`src/rtl/uart_rx_word_packer.sv`:
```
// 8N1 UART receiver that packs four bytes (first byte in [7:0]) into a 32-bit word
// behind a valid/ready handshake. Define UART_RX_PARITY_EN for 8E1 frames.
module uart_rx_word_packer #(
  parameter int CLKS_PER_BIT = 868,
  parameter int TIMEOUT_BITS = 32
) (
  input  logic        clk,
  input  logic        rst,
  input  logic        uart_rx,
  output logic [31:0] data_out,
  output logic        valid,
  input  logic        ready,
  output logic [1:0]  byte_cnt,
  output logic        frame_err,
  output logic        overrun
);

  localparam int CNT_W    = $clog2(CLKS_PER_BIT);
  localparam int TO_LIMIT = TIMEOUT_BITS * CLKS_PER_BIT;
  localparam int TO_W     = (TO_LIMIT > 1) ? $clog2(TO_LIMIT) : 1;

  localparam logic [CNT_W-1:0] BIT_LAST  = CNT_W'(CLKS_PER_BIT - 1);
  localparam logic [CNT_W-1:0] HALF_LAST = CNT_W'(CLKS_PER_BIT / 2 - 1);
  localparam logic [TO_W-1:0]  TO_LAST   = TO_W'((TO_LIMIT > 0) ? TO_LIMIT - 1 : 0);

`ifdef UART_RX_PARITY_EN
  typedef enum logic [2:0] {S_IDLE, S_START, S_DATA, S_PARITY, S_STOP} state_t;
`else
  typedef enum logic [1:0] {S_IDLE, S_START, S_DATA, S_STOP} state_t;
`endif

  state_t            state_q;
  logic              rx_meta_q;
  logic              rx_sync_q;
  logic [CNT_W-1:0]  clk_cnt_q;
  logic [2:0]        bit_cnt_q;
  logic [7:0]        shift_q;
  logic [23:0]       pack_q;
  logic [1:0]        byte_cnt_q;
  logic [31:0]       data_q;
  logic              valid_q;
  logic              frame_err_q;
  logic              overrun_q;
  logic [TO_W-1:0]   to_cnt_q;

  logic              bit_done_d;
  logic              byte_ok_d;
  logic [31:0]       word_d;

  assign bit_done_d = (clk_cnt_q == BIT_LAST);
  assign word_d     = {shift_q, pack_q};

`ifdef UART_RX_PARITY_EN
  logic parity_err_q;
  assign byte_ok_d = rx_sync_q & ~parity_err_q;
`else
  assign byte_ok_d = rx_sync_q;
`endif

  // Receive FSM, packing and output handshake share one register block so every
  // output is a flop; the load of a new word overrides the consume-clear of valid.
  always_ff @(posedge clk or posedge rst) begin
    if (rst) begin
      state_q     <= S_IDLE;
      rx_meta_q   <= 1'b1;
      rx_sync_q   <= 1'b1;
      clk_cnt_q   <= '0;
      bit_cnt_q   <= '0;
      shift_q     <= '0;
      pack_q      <= '0;
      byte_cnt_q  <= '0;
      data_q      <= '0;
      valid_q     <= 1'b0;
      frame_err_q <= 1'b0;
      overrun_q   <= 1'b0;
      to_cnt_q    <= '0;
`ifdef UART_RX_PARITY_EN
      parity_err_q <= 1'b0;
`endif
    end else begin
      rx_meta_q   <= uart_rx;
      rx_sync_q   <= rx_meta_q;
      frame_err_q <= 1'b0;
      overrun_q   <= 1'b0;

      if (valid_q && ready) valid_q <= 1'b0;

      case (state_q)
        S_IDLE: begin
          clk_cnt_q <= '0;
          bit_cnt_q <= '0;
          if (!rx_sync_q) begin
            state_q  <= S_START;
            to_cnt_q <= '0;
          end else if (TIMEOUT_BITS > 0 && byte_cnt_q != 2'd0) begin
            // A stalled partial word is abandoned after the idle timeout.
            if (to_cnt_q == TO_LAST) begin
              byte_cnt_q <= '0;
              to_cnt_q   <= '0;
            end else begin
              to_cnt_q <= to_cnt_q + TO_W'(1);
            end
          end else begin
            to_cnt_q <= '0;
          end
        end

        S_START: begin
          if (clk_cnt_q == HALF_LAST) begin
            clk_cnt_q <= '0;
            state_q   <= rx_sync_q ? S_IDLE : S_DATA;
          end else begin
            clk_cnt_q <= clk_cnt_q + CNT_W'(1);
          end
        end

        S_DATA: begin
          if (bit_done_d) begin
            clk_cnt_q <= '0;
            shift_q   <= {rx_sync_q, shift_q[7:1]};
            bit_cnt_q <= bit_cnt_q + 3'd1;
            if (bit_cnt_q == 3'd7) begin
`ifdef UART_RX_PARITY_EN
              state_q <= S_PARITY;
`else
              state_q <= S_STOP;
`endif
            end
          end else begin
            clk_cnt_q <= clk_cnt_q + CNT_W'(1);
          end
        end

`ifdef UART_RX_PARITY_EN
        S_PARITY: begin
          if (bit_done_d) begin
            clk_cnt_q    <= '0;
            parity_err_q <= ^{rx_sync_q, shift_q};
            state_q      <= S_STOP;
          end else begin
            clk_cnt_q <= clk_cnt_q + CNT_W'(1);
          end
        end
`endif

        S_STOP: begin
          if (bit_done_d) begin
            clk_cnt_q <= '0;
            state_q   <= S_IDLE;
            if (byte_ok_d) begin
              if (byte_cnt_q == 2'd3) begin
                if (!valid_q || ready) begin
                  data_q  <= word_d;
                  valid_q <= 1'b1;
                end else begin
                  overrun_q <= 1'b1;
                end
              end else begin
                pack_q[8*byte_cnt_q +: 8] <= shift_q;
              end
              byte_cnt_q <= byte_cnt_q + 2'd1;
            end else begin
              frame_err_q <= 1'b1;
            end
          end else begin
            clk_cnt_q <= clk_cnt_q + CNT_W'(1);
          end
        end

        default: state_q <= S_IDLE;
      endcase
    end
  end

  assign data_out  = data_q;
  assign valid     = valid_q;
  assign byte_cnt  = byte_cnt_q;
  assign frame_err = frame_err_q;
  assign overrun   = overrun_q;

endmodule

```
`config.mk`:
```
export PLATFORM = sky130hd
export DESIGN_NAME = uart_rx_word_packer
export DESIGN_NICKNAME = d
export VERILOG_FILES = /design/src/rtl/uart_rx_word_packer.sv
export SDC_FILE = /design/constraint.sdc
export NUM_CORES = 1
export LEC_CHECK = 0
export CELL_PAD_IN_SITES_DETAIL_PLACEMENT = 1
export CELL_PAD_IN_SITES_GLOBAL_PLACEMENT = 2
export CORE_ASPECT_RATIO = 1.5
export CORE_MARGIN = 1.5
export CORE_UTILIZATION = 36
export CTS_BUF_LIST = sky130_fd_sc_hd__clkbuf_4 sky130_fd_sc_hd__clkbuf_8
export CTS_CLUSTER_DIAMETER = 100
export DETAILED_ROUTE_END_ITERATION = 8
export PLACE_DENSITY = 0.84
export REMOVE_ABC_BUFFERS = 1
export SLEW_MARGIN = 0
export SYNTH_ARGS = -nofsm -noshare
export SYNTH_HDL_FRONTEND = slang
export SYNTH_SLANG_ARGS = --single-unit
```
`constraint.sdc`:
```
create_clock -name clk -period 3.2 [get_ports clk]
set_input_delay 0.64 -clock clk [delete_from_list [all_inputs] [get_ports clk]]
set_output_delay 0.64 -clock clk [all_outputs]
set_load 0.005 [all_outputs]
```
==> reports/metrics.yaml <==
status:
  outcome: "complete, no violations"
cells_and_area:
  final_nets: 446
  syn_to_final_growth_pct: 17.4
  fillCellCount: 1335
  drive_above_1_share_pct: 9.38
  stdcell_area_um2: 5340
  diodes: 0
yosys:
  netlist_instances: 390
  ys_async_sr_fraction_pct: 100
  synth_area_leaders: "dfrtp_1 54%, mux2_1 7.4%, mux2i_1 5.5%"
  synth_edf_count: 0
  yosysMostFrequentCell: "dfrtp_1"
  synth_top_area_share_pct: 54.4
  ys_dominant_reg_cell: "dfrtp_1"
  synth_seq_cells: 101
  avgSynthCellArea_um2: 11.7
  ys_seq_area_share_pct: 55.6
  synth_area_um2: 4550
  netlist_top_cells_count: "99 x dfrtp_1, 41 x nand2_1, 30 x inv_1, 30 x mux2_1, 25 x mux2i_1"
  ys_warn_count: 0
  yosys.area.top_type: "dfrtp_1"
  ys_types: 52
worst_setup_path:
  timing.reg2reg.setup_slack_ps: 680
  endpoint_kind: "register"
  cp_max_fo: 24
  arrival_ps: 2810
  path_class: "reg2reg"
  startpoint_type: "register"
  crit_required_ps: 3490
pwr:
  swShare_pct: 20.9
  vdd_ir_drop_max_v: 0.000166
  p_per_area_nw_per_um2: 411
  seqPwrFrac_pct: 58.3
  p_leak_nw: 2.54
  p_comb_share_pct: 1.5
  internal-power_mw: 1.73
  switching_power_uw: 459
  clock_power_share_pct: 40.2
sta:
  fin_ws_ps: 680
  maxSlewHeadroom_pct: 42.1
  skew_ps: 7.69
  timing.fmax_mhz: 397
  rsz0062_at_grt: "no"
  hold_viol: 0
  setup_viol: 0
  period_needed_ps: 2520
  worst_slew_pin_slew_ps: 862
  fin_crit_sh_pct: 78.7
  slew_violations: 0
route:
  routed_wire_length_per_instance_um: 16.0
  first_pass_iters: 4
  drt_iter0_drc: 90
  route.vias.total: 3053
  antenna_left: 0
  via_per_inst: 5.15
  drc: 0
  routed_wl_um: 9500
placed_design:
  dp_slack_ps: 672
  io_buffer_count: 40
  gp_congestion: 0.775
  dpl-instance-area_um2: 5120
  hpwl_um: 6970
global_route:
  grt_max_degree: 50
  grt-ovfl-total: 0
  grt.total_usage_pct: 15.8
  grt_pass1_wl_um: 16300
  grt_pass1_vias: 3302
  antenna_found_initial: 0
floorplanning:
  die_w_um: 94.8
  start_util_pct: 36.7
  io_pins: 41
  chipHeight_um: 141
  core-area_um2: 12400
  fp.dieArea_um2: 13300
  fp-row-count: 50
clock_tree:
  cts_root_buffer: "clkbuf_8"
  cts_setup_buffers: 0
  cts_max_level: 3
  cts_sinks: 101
  cts_buffer_depth: 2
  holdBufCountCts: 0
  clk_latency_ps: 360
  cts_tree: "done"
  path_clk_slew_ps: 90
  cts_buffers: 9
  cts.repair.resized: 0
job:
  drv_cap: 0
min_path:
  hold_path.class: "reg2reg"
path summary, 6_finish.rpt:
path / from / to / cells past startpoint
setup reg to reg: byte_cnt[0]$_DFFE_PP0P_ / to_cnt_q[13]$_DFFE_PP0N_ / 6
max in group asynchronous: rst / pack_q[4]$_DFFE_PP0P_ / 3
hold reg to reg: rx_meta_q$_DFF_PP1_ / byte_ok_d$_DFF_PP1_ / 0
setup / recovery: byte_cnt[0]$_DFFE_PP0P_ / to_cnt_q[13]$_DFFE_PP0N_ / 6
min in group asynchronous: rst / clk_cnt_q[4]$_DFF_PP0_ / 2
hold / removal: rx_meta_q$_DFF_PP1_ / byte_ok_d$_DFF_PP1_ / 0
metal layers:
layer | vias to the layer above | global-route usage (%) | share of wire (%)
met4 | 0 | 5.73 | 1.5
met2 | 44 | 29.6 | 55
li1 | 1451 | - | -
met3 | 10 | 3.40 | 2.7
met1 | 1548 | 17.0 | 40
met5 | - | 0 | 0
kinds of logic (layout without fill, tap and decap cells):
group / after synthesis / count (layout) / share of synthesized area [%]
multiplexers: 66 / 66 / 15.6
AO/OA/AOI/OAI: 47 / 47 / 6.84
flip-flops: 101 / 101 / 55.6
AND/OR/NAND/NOR: 113 / 113 / 13.4
buffers and inverters: 45 / 92 / 4.29
adder cells (fa/ha/maj): 10 / 10 / 2.75
XOR/XNOR: 8 / 8 / 1.54
stage by stage:
stage               hold slack (ps)  cells  util (%)  setup TNS, ps  total power, mW
finish                          360    593      43.1              0             2.19
global route                    369    593      43.1              0             2.29
CTS                             361    593      43.1              0             2.23
detailed placement              348    577      41.4              0             1.34
global placement                347    577      41.4              0             1.34
floorplan                       345    375         -          -8300             1.32
cells in the final DEF, fill, tap and decap left out, types with 3 or more instances in the layout:
master,count
nand4_1,5
dfrtp_1,99
clkbuf_8,9
and4b_1,3
nand3_1,11
buf_4,5
nor3_1,6
nand2_1,41
xnor2_1,6
a41oi_1,4
ha_1,10
mux2_2,11
mux2i_1,25
nand3b_1,5
o21ai_1,5
inv_1,29
a21oi_1,7
and3_1,6
mux2_1,30
clkdlybuf4s50_1,40
and4_1,3
nor2_1,17
o21ai_0,7
a31oi_1,11
registers in the layout, indices dropped and copies added, names as in the netlist, named ones only:
| register | flops |
|---|---|
| bit_cnt_q | 3 |
| byte_cnt | 2 |
| byte_ok_d | 1 |
| clk_cnt_q | 10 |
| data_out | 32 |
| frame_err | 1 |
| overrun | 1 |
| pack_q | 24 |
| rx_meta_q | 1 |
| shift_q | 8 |
| state_q | 1 |
| to_cnt_q | 15 |
| valid | 1 |
critical path: stages, from the launching register on:
cell and delay (ps):
dfrtp_1 480, inv_1 150, ha_1 290, nor4b_2 340, o41a_1 740, a21bo_1 290, a31oi_1 160
layout make-up:
cell class	instances	area (um2)	share of cell area (%)
clock buffer	10	131	2.46
clock inverter	6	86.3	1.62
inverter	30	115	2.15
multi-input combinational	244	1830	34.2
sequential	101	2530	47.4
tap	156	195	3.65
timing repair buffer	46	458	8.57
power groups by stage:
stage	Combinational [mW]	Clock [mW]	Sequential (mW)
floorplan	0.0195	0	1.30
global placement	0.0348	0	1.30
detailed placement	0.0354	0	1.30
CTS	0.0355	0.913	1.28
global route	0.0384	0.968	1.28
finish	0.0333	0.882	1.28
No activity file was read; power rests on OpenSTA's default activity.
